--- config.mk ---
export PLATFORM = sky130hd
export DESIGN_NAME = square_root32_result_fifo
export DESIGN_NICKNAME = d
export VERILOG_FILES = /design/src/rtl/square_root32_result_fifo.sv
export SDC_FILE = /design/constraint.sdc
export NUM_CORES = 1
export LEC_CHECK = 0
export CORE_MARGIN = 1.5
export CORE_UTILIZATION = 52
export DETAILED_ROUTE_END_ITERATION = 10
export PLACE_DENSITY = 0.85
export SLEW_MARGIN = 20
export SYNTH_ARGS = -nofsm -noshare
export SYNTH_HDL_FRONTEND = slang
export SYNTH_SLANG_ARGS = --single-unit
--- constraint.sdc ---
create_clock -name iCLOCK -period 5.5 [get_ports iCLOCK]
set_input_delay 0.55 -clock iCLOCK [delete_from_list [all_inputs] [get_ports iCLOCK]]
set_output_delay 0.55 -clock iCLOCK [all_outputs]
set_load 0.005 [all_outputs]
--- src/rtl/square_root32_result_fifo.sv ---
// Result FIFO behind the square_root32 pipeline; captures root and remainder.
// Define SQUARE_ROOT32_RESULT_FIFO_REMAINDER_EN to compute and store remainders.
module square_root32_result_fifo #(
    parameter int P_DEPTH   = 4,
    parameter int P_DEPTH_N = 2
) (
    input  logic                 iCLOCK,
    input  logic                 inRESET,
    input  logic                 iFLUSH,
    input  logic                 iDATA_REQ,
    output logic                 oDATA_BUSY,
    input  logic [15:0]          iDATA_ROOT,
    input  logic [31:0]          iDATA_I,
    output logic                 oDATA_VALID,
    input  logic                 iDATA_BUSY,
    output logic [15:0]          oDATA_ROOT,
    output logic [16:0]          oDATA_REM,
    output logic [P_DEPTH_N:0]   oCOUNT
);

    localparam logic [P_DEPTH_N:0] LP_FULL = (P_DEPTH_N + 1)'(P_DEPTH);

    logic [P_DEPTH_N-1:0] wr_ptr_q, wr_ptr_d;
    logic [P_DEPTH_N-1:0] rd_ptr_q, rd_ptr_d;
    logic [P_DEPTH_N:0]   count_q, count_d;
    logic [15:0]          root_mem_q [P_DEPTH];
    logic                 push;
    logic                 pop;

    assign oDATA_BUSY  = (count_q == LP_FULL);
    assign oDATA_VALID = (count_q != '0);
    assign oCOUNT      = count_q;
    assign oDATA_ROOT  = root_mem_q[rd_ptr_q];

    // Busy is registered-only, so a pop cannot free a slot for a same-cycle push.
    assign push = iDATA_REQ && !oDATA_BUSY && !iFLUSH;
    assign pop  = oDATA_VALID && !iDATA_BUSY && !iFLUSH;

    always_comb begin
        wr_ptr_d = wr_ptr_q;
        rd_ptr_d = rd_ptr_q;
        count_d  = count_q;
        if (iFLUSH) begin
            wr_ptr_d = '0;
            rd_ptr_d = '0;
            count_d  = '0;
        end else begin
            if (push) begin
                wr_ptr_d = wr_ptr_q + P_DEPTH_N'(1);
            end
            if (pop) begin
                rd_ptr_d = rd_ptr_q + P_DEPTH_N'(1);
            end
            unique case ({push, pop})
                2'b10:   count_d = count_q + (P_DEPTH_N + 1)'(1);
                2'b01:   count_d = count_q - (P_DEPTH_N + 1)'(1);
                default: count_d = count_q;
            endcase
        end
    end

    always_ff @(posedge iCLOCK or negedge inRESET) begin
        if (!inRESET) begin
            wr_ptr_q <= '0;
            rd_ptr_q <= '0;
            count_q  <= '0;
            for (int i = 0; i < P_DEPTH; i++) begin
                root_mem_q[i] <= '0;
            end
        end else begin
            wr_ptr_q <= wr_ptr_d;
            rd_ptr_q <= rd_ptr_d;
            count_q  <= count_d;
            if (push) begin
                root_mem_q[wr_ptr_q] <= iDATA_ROOT;
            end
        end
    end

`ifdef SQUARE_ROOT32_RESULT_FIFO_REMAINDER_EN
    logic [31:0] square;
    logic [31:0] rem_full;
    logic [16:0] rem_mem_q [P_DEPTH];

    // Wrapping 32-bit difference; only the low 17 bits are meaningful.
    assign square   = {16'h0, iDATA_ROOT} * {16'h0, iDATA_ROOT};
    assign rem_full = iDATA_I - square;

    always_ff @(posedge iCLOCK or negedge inRESET) begin
        if (!inRESET) begin
            for (int i = 0; i < P_DEPTH; i++) begin
                rem_mem_q[i] <= '0;
            end
        end else if (push) begin
            rem_mem_q[wr_ptr_q] <= rem_full[16:0];
        end
    end

    assign oDATA_REM = rem_mem_q[rd_ptr_q];
`else
    logic unused_data_i;

    assign unused_data_i = ^iDATA_I;
    assign oDATA_REM     = 17'h0;
`endif

endmodule

Yosys cells after proc, flatten, opt, wreduce, memory -nomap -nowiden:

Cells that the tools add are included.

* flip-flop bits (word level): 71
* bits in latches: 0
* memory bits (writable): 0
* bits in read-only memories: 0
* input bits: 53
* output and inout port bits: 38
* logic and storage cells: 43
* memories kept: 0

* add/sub/neg operators: 4
* $mul: 0
* div/mod/pow operators: 0
* $lt $le $gt $ge: 3
* equality and inequality tests: 3
* shift-type cells: 0
* muxes and demuxes: 12
* bitwise logic cells: 2
* reduce and logical (&&, ||, !) cells: 12

Operators by type and width (count)
* $bwmux W64: 1
* $mux W16: 3
* $bmux W16 S2: 1
* $demux W16 S2: 1
* $mux W2: 4
* $ge A3 B3 Y1 const B: 2
* $not A2 Y3: 2
* $pmux W3 S2: 1
* $reduce_bool A3 Y1: 2
* $logic_and A1 B1 Y1: 5
* $add A2 B1 Y2 const B: 2
* $reduce_bool A2 Y1: 2
* $add A3 B1 Y3 const B: 1
* $eq A3 B3 Y1 const B: 1
* $logic_not A1 Y1: 3
* $lt A3 B1 Y1 const B: 1
* $mux W3: 1
* $sub A3 B1 Y3 const B: 1
* $eq A2 B1 Y1 const B: 1
* $eq A2 B2 Y1 const B: 1

Longest topological paths before layout:

Gate-level depths: netlist (run 1).

* word-level depth: 7
* depth in mapped cells: 6
* depth with buffers taken out: 5

Worst setup path after synthesis (run 1):

Ideal clock, no wire load.

* path type: input -> register
* from: input port iFLUSH
* to: register count_q[1], in the netlist oCOUNT[1]
* library setup time: 0.138 ns
* arrival time: 1.771 ns
* data required time: 5.362 ns
* path slack: 3.591 ns
* cell stages on the path: 5
* path buffers: 1
* path through: clkbuf_1 -> nor4b_1 -> fa_1 -> a31oi_1 -> nor3_1

* word-level cells in the longest chain between the ends: 5
* elaborated cells between the ends (all ways): 8
* classes of those cells: eq/ne (2); mux (2); reduce/logical (4)

RTL lines
* from (decl): line 9 `input logic iFLUSH,`
* $logic_not A1 Y1: line 36, 37
* $logic_and A1 B1 Y1 (on tied branches): line 37, 36
* $eq A2 B1 Y1 or $eq A2 B2 Y1 (tied branches): line 54 `unique case ({push, pop})`
* $pmux W3 S2: line 54
* $mux W3: line 43 `if (iFLUSH) begin`
* to (signal assigned): line 73 `count_q <= count_d;`
* to (decl): line 25 `logic [P_DEPTH_N:0] count_q, count_d;`

Several ways; a longest one is shown, not always the timed one.
A chain may end at the register's enable or synchronous reset.

Worst setup path in the final report (run 1):

* from: register rd_ptr_q[0]
* to: output port oDATA_ROOT[3]

* word-level cells in the longest chain between the ends: 4

RTL lines
* from (decl): line 24 `logic [P_DEPTH_N-1:0] rd_ptr_q, rd_ptr_d;`
* from (signal assigned): line 72 `rd_ptr_q <= rd_ptr_d;`
* $not A2 Y3 (not written as such): line 33 `assign oDATA_ROOT = root_mem_q[rd_ptr_q];`
* $bmux W16 S2: line 33
* $mux W16 (not written as such) (2 in a row): line 33
* to (decl): line 16 `output logic [15:0] oDATA_ROOT,`

Every way passes these cells. The select of a mux whose other input is x is not followed.

==> results of run 1 <==
-- power by group through the flow --
stage                     combinational [W]  sequential [W]  clock [W]
after CTS                          0.000521        0.000828   0.000473
final                              0.000513        0.000828   0.000465
after detailed placement           0.000519        0.000838          0
after global routing               0.000553        0.000855   0.000498
after global placement             0.000501        0.000820          0
after floorplan                    0.000364        0.000781          0
-- layout make-up --
cell class,count,share of cell area
well taps,77,0.02394
multi-input cells,145,0.3724
flip-flops and latches,71,0.4417
clock buffers,13,0.03948
inverters,4,0.003730
clock inverters,3,0.01616
repair buffers,42,0.1026
-- cells in the mapped netlist --
| cell | count |
|---|---|
| dfrtp_1 | 71 |
| mux2_2 | 64 |
| buf_4 | 19 |
| mux4_2 | 16 |
| a21oi_1 | 5 |
| nor2_1 | 5 |
| buf_6 | 4 |
| ha_1 | 4 |
| inv_1 | 4 |
| nand2_1 | 4 |
| nand2_2 | 4 |
| buf_2 | 3 |
| clkbuf_1 | 3 |
| o21ai_0 | 3 |
| xnor2_1 | 3 |
| nand3b_1 | 2 |
| nor3_1 | 2 |
| or3_1 | 2 |
| a2111oi_0 | 1 |
| a211oi_1 | 1 |
| a311oi_1 | 1 |
| a31oi_1 | 1 |
| and2b_1 | 1 |
| clkbuf_8 | 1 |
| conb_1 | 1 |
| fa_1 | 1 |
| mux2i_1 | 1 |
| nand2b_1 | 1 |
| nor3_4 | 1 |
| nor3b_1 | 1 |
| nor3b_4 | 1 |
| nor4b_1 | 1 |
| o221ai_1 | 1 |
| or2_2 | 1 |
-- metrics by stage --
step	hold WS [ns]	power, W	std cells
floorplan	0.2544	0.001145	250
global placement	0.4818	0.001321	339
detailed placement	0.4869	0.001357	339
CTS	0.4315	0.001822	355
finish	0.4013	0.001806	355
global route	0.4685	0.001906	355
-- path summary, 6_finish.rpt --
| kind | start | endpoint | slack, ns | depth (start not counted) |
|---|---|---|---|---|
| worst max-delay path | rd_ptr_q[0] | oDATA_ROOT[3] | 2.78 | 2 |
| worst min-delay path | inRESET | root_mem_q[52] | 0.40 | 2 |
| worst max register to register | oCOUNT[0] | oCOUNT[1] | 3.42 | 5 |
| worst min register to register | root_mem_q[16] | root_mem_q[16] | 0.50 | 1 |
| max in group asynchronous | inRESET | rd_ptr_q[0] | 4.48 | 2 |
| min in group iCLOCK | root_mem_q[16] | root_mem_q[16] | 0.50 | 1 |
-- cells by family after synthesis --
logic type	count (synthesis)	share of synthesized area
compound gates	13	0.02316
xor+xnor	3	0.007599
fa+ha+maj	5	0.02026
buf+inv	34	0.07018
flops	71	0.5137
mux	81	0.3155
other cells	1	0.001084
simple gates	26	0.04848
-- state kept, by name, indices dropped and copies added (netlist names) --
name,flops
oCOUNT,3
wr_ptr_q,2
root_mem_q,64
rd_ptr_q,2
-- metal layers --
metal	share of wire	vias to the layer above	wire length [um]
met1	0.44	1012	2573
met5	0	-	0
met3	0.038	12	221
met4	0.022	0	131
li1	-	896	-
met2	0.50	39	2944
-- critical path, cell delays in order (launching register included) --
cell             delay (ns)
dfrtp_2                0.76
mux4_2                 0.61
clkdlybuf4s50_1        0.46
==> run metrics, run 1 <==
Final Cycle Share=0.4947; Die Y-Extent=84.55 um; CTS root buf=clkbuf_8; met1 Usage GRT=0.2307; routed vias=1959; drt total wl=5871 um; Initial Util=0.5415; Max Slew Vio Count=0; sw power=0.0004521 W; Routed Antenna Nets=0; Max-slew headroom=0.4260; Setup Fix Bufs, Post-CTS=0; Area Growth Syn to Fin=16.39%; GPL Wtd Cong=0.7924; clk buf depth=2; Critical Path AT=2.17 ns; die area=7149 sq um; final hold viol count=0; critical path class=register to output port; layout cell share with drive strength beyond 1=0.3741; Clock power frac=0.257; area of the multi-input gates=1499 sq um; Core Util, Final=0.6303; grt met2 use=0.2821; Overflow after GRT=0; Worst setup EP type=output port; core area=6386 sq um; worst-margin pin slew=0.8610 ns; H-tree lvl count=3; most frequent cells in the layout=dfrtp_1 (70), mux2_2 (64), clkdlybuf4s50_1 (40); P per Cell Area=448.7 nW/um^2; total of warnings raised by yosys=0; ranking of synthesized cells by area=dfrtp_1 (51%), mux2_2 (21%), mux4_2 (10%); port bufs=41; Leak=1.749 nW; # diodes=0; gr usage total=0.1787; first-pass GRT wire length=9673 um; Peak VDD IR=230.5 uV; switch share=0.2503; cell type with the largest total area after synthesis=dfrtp_1; Int Power=0.001354 W; dpl cell area=3800 sq um; Mapped Cells=234; Placement Setup Slack=2.739 ns; outcome=completed; CTS buffer count=9; final worst setup slack=2.779 ns; DRC Markers=0; CTS tree=done; unrepaired setup endpoints after global routing=no; largest net degree at the start of global routing=72; sequential area share after synthesis=0.5137; Starting DRT DRC Count=100; clk_skew=0.006513 ns; Seq. cell area=1778 sq um; row cnt=29; worst-path fanout max=19; Netlist cell types=34; dpl hpwl=3754 um; FILL cells=497; Chip Width=84.55 um; synthesized area=3458 sq um; hold buffers post-CTS=0; Reg clk slew, reported paths=0.07 ns; Resized cells post-CTS=0; crit start category=register; synthesized flop and latch total=71; commonest non-fill, non-tap cell in the layout=dfrtp_1; I/O pin count=91; Setup TNS Final=0 ns; GRT Max-Usage Layer=met2; WL/cell=16.54 um; initial antenna violation count=0; Worst-Skew Late Latency=0.34 ns; Hold Crit Class=primary input to async pin; DRT Pass-1 Iters=4; min Tclk post-route=2.721 ns; final net count=331; # Max-Cap Violations=0; Sink Count=71; post-synth top area share=0.5137; cell area after layout=4025 sq um; Setup-failing EPs final=0; Mean Syn Cell Area=14.78 sq um; met3 GRT Util=0.04916; Seq pwr share=0.459; Comb pwr share=0.284; Critical Path RT=4.95 ns; mean number of vias per cell=5.518; vias in the first global route=1971; Max Clk Rate=367.5 MHz
Power figures use the tool's default switching activity.
==> run 2: changes to the inputs <==
--- a/config.mk
+++ b/config.mk
@@ -6,9 +6,9 @@
 export NUM_CORES = 1
 export LEC_CHECK = 0
 export CORE_MARGIN = 1.5
-export CORE_UTILIZATION = 52
+export CORE_UTILIZATION = 44
 export DETAILED_ROUTE_END_ITERATION = 10
-export PLACE_DENSITY = 0.85
+export PLACE_DENSITY = 0.76
 export SLEW_MARGIN = 20
 export SYNTH_ARGS = -nofsm -noshare
 export SYNTH_HDL_FRONTEND = slang
==> constraint.sdc (replaced) <==
create_clock -name iCLOCK -period 2.5 [get_ports iCLOCK]
set_input_delay 0.25 -clock iCLOCK [delete_from_list [all_inputs] [get_ports iCLOCK]]
set_output_delay 0.25 -clock iCLOCK [all_outputs]
set_load 0.005 [all_outputs]
==> run 2 against run 1 <==
Clock power increased by 110%. Sequential share of layout area is 0.97 points lower. Final cell count up 9.3%. Global-route usage fell by 2.0 points. Die area grew 18%. Setup slack got worse by 2.5 ns. Flip-flop and latch count unchanged. Combinational power increased by 130%. Clock skew is 0.0030 ns higher. Non-clock buffer count up 9. First-iteration DRC count fell by 58%. Highest routed layer unchanged.
==> run metrics, run 2 (synthesis results as in run 1) <==
outcome=completed (unchanged); area of the multi-input gates=1499 sq um (unchanged); Setup TNS Final=0 ns (unchanged); Comb pwr share=0.304 (was 0.284); Starting DRT DRC Count=42 (was 100); Min Hold Slack=0.5016 ns (was 0.4013 ns); Setup-failing EPs final=0 (unchanged); crit start category=register (unchanged); final total power=0.003942 W (was 0.001806 W); mean number of vias per cell=5.095 (was 5.518); Reg with most FFs=root_mem_q (unchanged); Max Used Layer=met4 (unchanged); initial antenna violation count=0 (unchanged); final hold viol count=0 (unchanged); FILL cells=652 (was 497); Buffers & Inverters on Critical Path=2 (was 1); layout cell share with drive strength beyond 1=0.3881 (was 0.3741); Overflow after GRT=0 (unchanged); Hold Crit Class=primary input to async pin (unchanged); CTS buffer count=9 (unchanged); die area=8401 sq um (was 7149 sq um); min Tclk post-route=2.192 ns; clk_skew=0.009541 ns (was 0.006513 ns); Area Growth Syn to Fin=18.92% (was 16.39%); Die Y-Extent=91.66 um (was 84.55 um); unrepaired setup endpoints after global routing=no (unchanged); worst-margin pin slew=0.6897 ns (was 0.8610 ns); gr usage total=0.1589 (was 0.1787); WL/cell=15.78 um (was 16.54 um); CTS root buf=clkbuf_8 (unchanged); routed vias=1977 (was 1959); Placement Setup Slack=0.3137 ns (was 2.739 ns); clk buf depth=2 (unchanged); Int Power=0.002966 W (was 0.001354 W); Max Slew Vio Count=0 (unchanged); # diodes=0 (unchanged); switch share=0.2476 (was 0.2503); DRC Markers=0 (unchanged); P per Cell Area=958.6 nW/um^2 (was 448.7 nW/um^2); Worst setup EP type=output port (unchanged); final net count=340 (was 331); Sink Count=71 (unchanged); first-pass GRT wire length=10230 um (was 9673 um); Peak VDD IR=350.3 uV (was 230.5 uV); dpl hpwl=4034 um (was 3754 um); Initial Util=0.4522 (was 0.5415); CP max-delay cell=mux4_2 (was dfrtp_2); row cnt=32 (was 29); Leak=1.790 nW (was 1.749 nW); I/O pin count=91 (unchanged); largest net degree at the start of global routing=33 (was 72); DRT Pass-1 Iters=4 (unchanged); Max Clk Rate=456.1 MHz; Final Cycle Share=0.8770; drt total wl=6123 um (was 5871 um); # Max-Cap Violations=0 (unchanged); GPL Wtd Cong=0.7920 (was 0.7924); met1 wire length=2760 um (was 2573 um); final worst setup slack=0.3076 ns (was 2.779 ns); core area=7647 sq um (was 6386 sq um); Setup Fix Bufs, Post-CTS=0 (unchanged); vias in the first global route=2086 (was 1971); Resized cells post-CTS=0 (unchanged); port bufs=41 (unchanged); CTS tree=done (unchanged); most frequent cells in the layout=dfrtp_1 (71), mux2_2 (64), clkdlybuf4s50_1 (40) (was dfrtp_1 (70), mux2_2 (64), clkdlybuf4s50_1 (40)); commonest non-fill, non-tap cell in the layout=dfrtp_1 (unchanged); hold buffers post-CTS=1 (was 0); Chip Width=91.66 um (was 84.55 um); CP peak stage delay=0.55 ns (was 0.76 ns); Routed Antenna Nets=0 (unchanged); Max-slew headroom=0.5402 (was 0.4260); Critical Path AT=1.94 ns (was 2.17 ns); Seq. cell area=1777 sq um (was 1778 sq um); critical path class=register to output port (unchanged); Clock power frac=0.246 (was 0.257); routed wire length on met2=3038 um (was 2944 um); Seq pwr share=0.450 (was 0.459); metal3 WL=245 um (was 221 um); worst path cell trace=buf_4 > mux4_2 > clkdlybuf4s50_1 (was mux4_2 > clkdlybuf4s50_1); Critical Path RT=2.25 ns (was 4.95 ns); H-tree lvl count=3 (unchanged); Reg clk slew, reported paths=0.07 ns (about the same); number of flip-flops in the largest register=64 (unchanged); worst-path fanout max=11 (was 19); Worst-Skew Late Latency=0.33 ns (was 0.34 ns); sw power=0.0009763 W (was 0.0004521 W); delay-heaviest family, CP=buffers and inverters (was flip-flops)
==> run 2: cell types whose count changed in the layout (fill, tap and decap cells not counted) <==
cell,previous run,this run
dfrtp_1,70,71
buf_4,1,9
clkinv_2,1,2
dlygate4sd3_1,0,1
clkbuf_1,2,1
clkbuf_8,11,10
dfrtp_2,1,0
==> run 2: cell type report <==
class / count / share of cell area
Clock buffer: 11 / 0.03438
Timing Repair Buffer: 51 / 0.1174
Clock inverter: 4 / 0.01704
Inverter: 4 / 0.003651
Sequential cell: 71 / 0.4320
Tap cell: 102 / 0.03103
Multi-Input combinational cell: 145 / 0.3645
==> run 2: final timing paths <==
kind | startpoint | to | slack, ns | cells after the start
worst min register to register | root_mem_q[16] | root_mem_q[16] | 0.50 | 1
worst max-delay path | rd_ptr_q[0] | oDATA_ROOT[10] | 0.31 | 3
worst min-delay path | inRESET | root_mem_q[3] | 0.50 | 2
max in group asynchronous | inRESET | root_mem_q[33] | 1.26 | 3
min in group iCLOCK | root_mem_q[16] | root_mem_q[16] | 0.50 | 1
worst max register to register | oCOUNT[1] | oCOUNT[1] | 0.49 | 6
==> run 2: power by group through the flow <==
stage	clock, W	combinational, W	sequential, W
floorplan	0	0.000801	0.00172
global placement	0	0.00118	0.00177
detailed placement	0	0.00121	0.00179
CTS	0.000989	0.00122	0.00177
global route	0.00104	0.00130	0.00184
finish	0.000971	0.00120	0.00178
==> run 2: metrics by stage <==
step	std cells	cell area, sq um	util
2_1_floorplan	250	3518	-
3_3_place_gp	372	3891	0.5088
3_5_place_dp	372	3891	0.5088
4_1_cts	388	4113	0.5378
5_1_grt	388	4113	0.5378
6_report	388	4113	0.5378
==> run 2: worst reg2reg max path: stages, from the launching register on <==
cell	delay [ns]
dfrtp_1	0.55
nor3_1	0.11
buf_4	0.17
nor4b_1	0.33
fa_1	0.50
a31oi_1	0.15
nor3_1	0.07
==> run 2: layer usage <==
metal,global-route usage,vias to the layer above
li1,-,902
met1,0.2049,1023
met2,0.2606,43
met3,0.03566,9
met4,0.06380,0
met5,0,-
==> run 3: changes to the inputs <==
--- a/config.mk
+++ b/config.mk
@@ -13,3 +13,4 @@
 export SYNTH_ARGS = -nofsm -noshare
 export SYNTH_HDL_FRONTEND = slang
 export SYNTH_SLANG_ARGS = --single-unit
+export TNS_END_PERCENT = 30
==> results of run 3 <==
The final DEF is identical to that of run 2; final timing and power are the same.
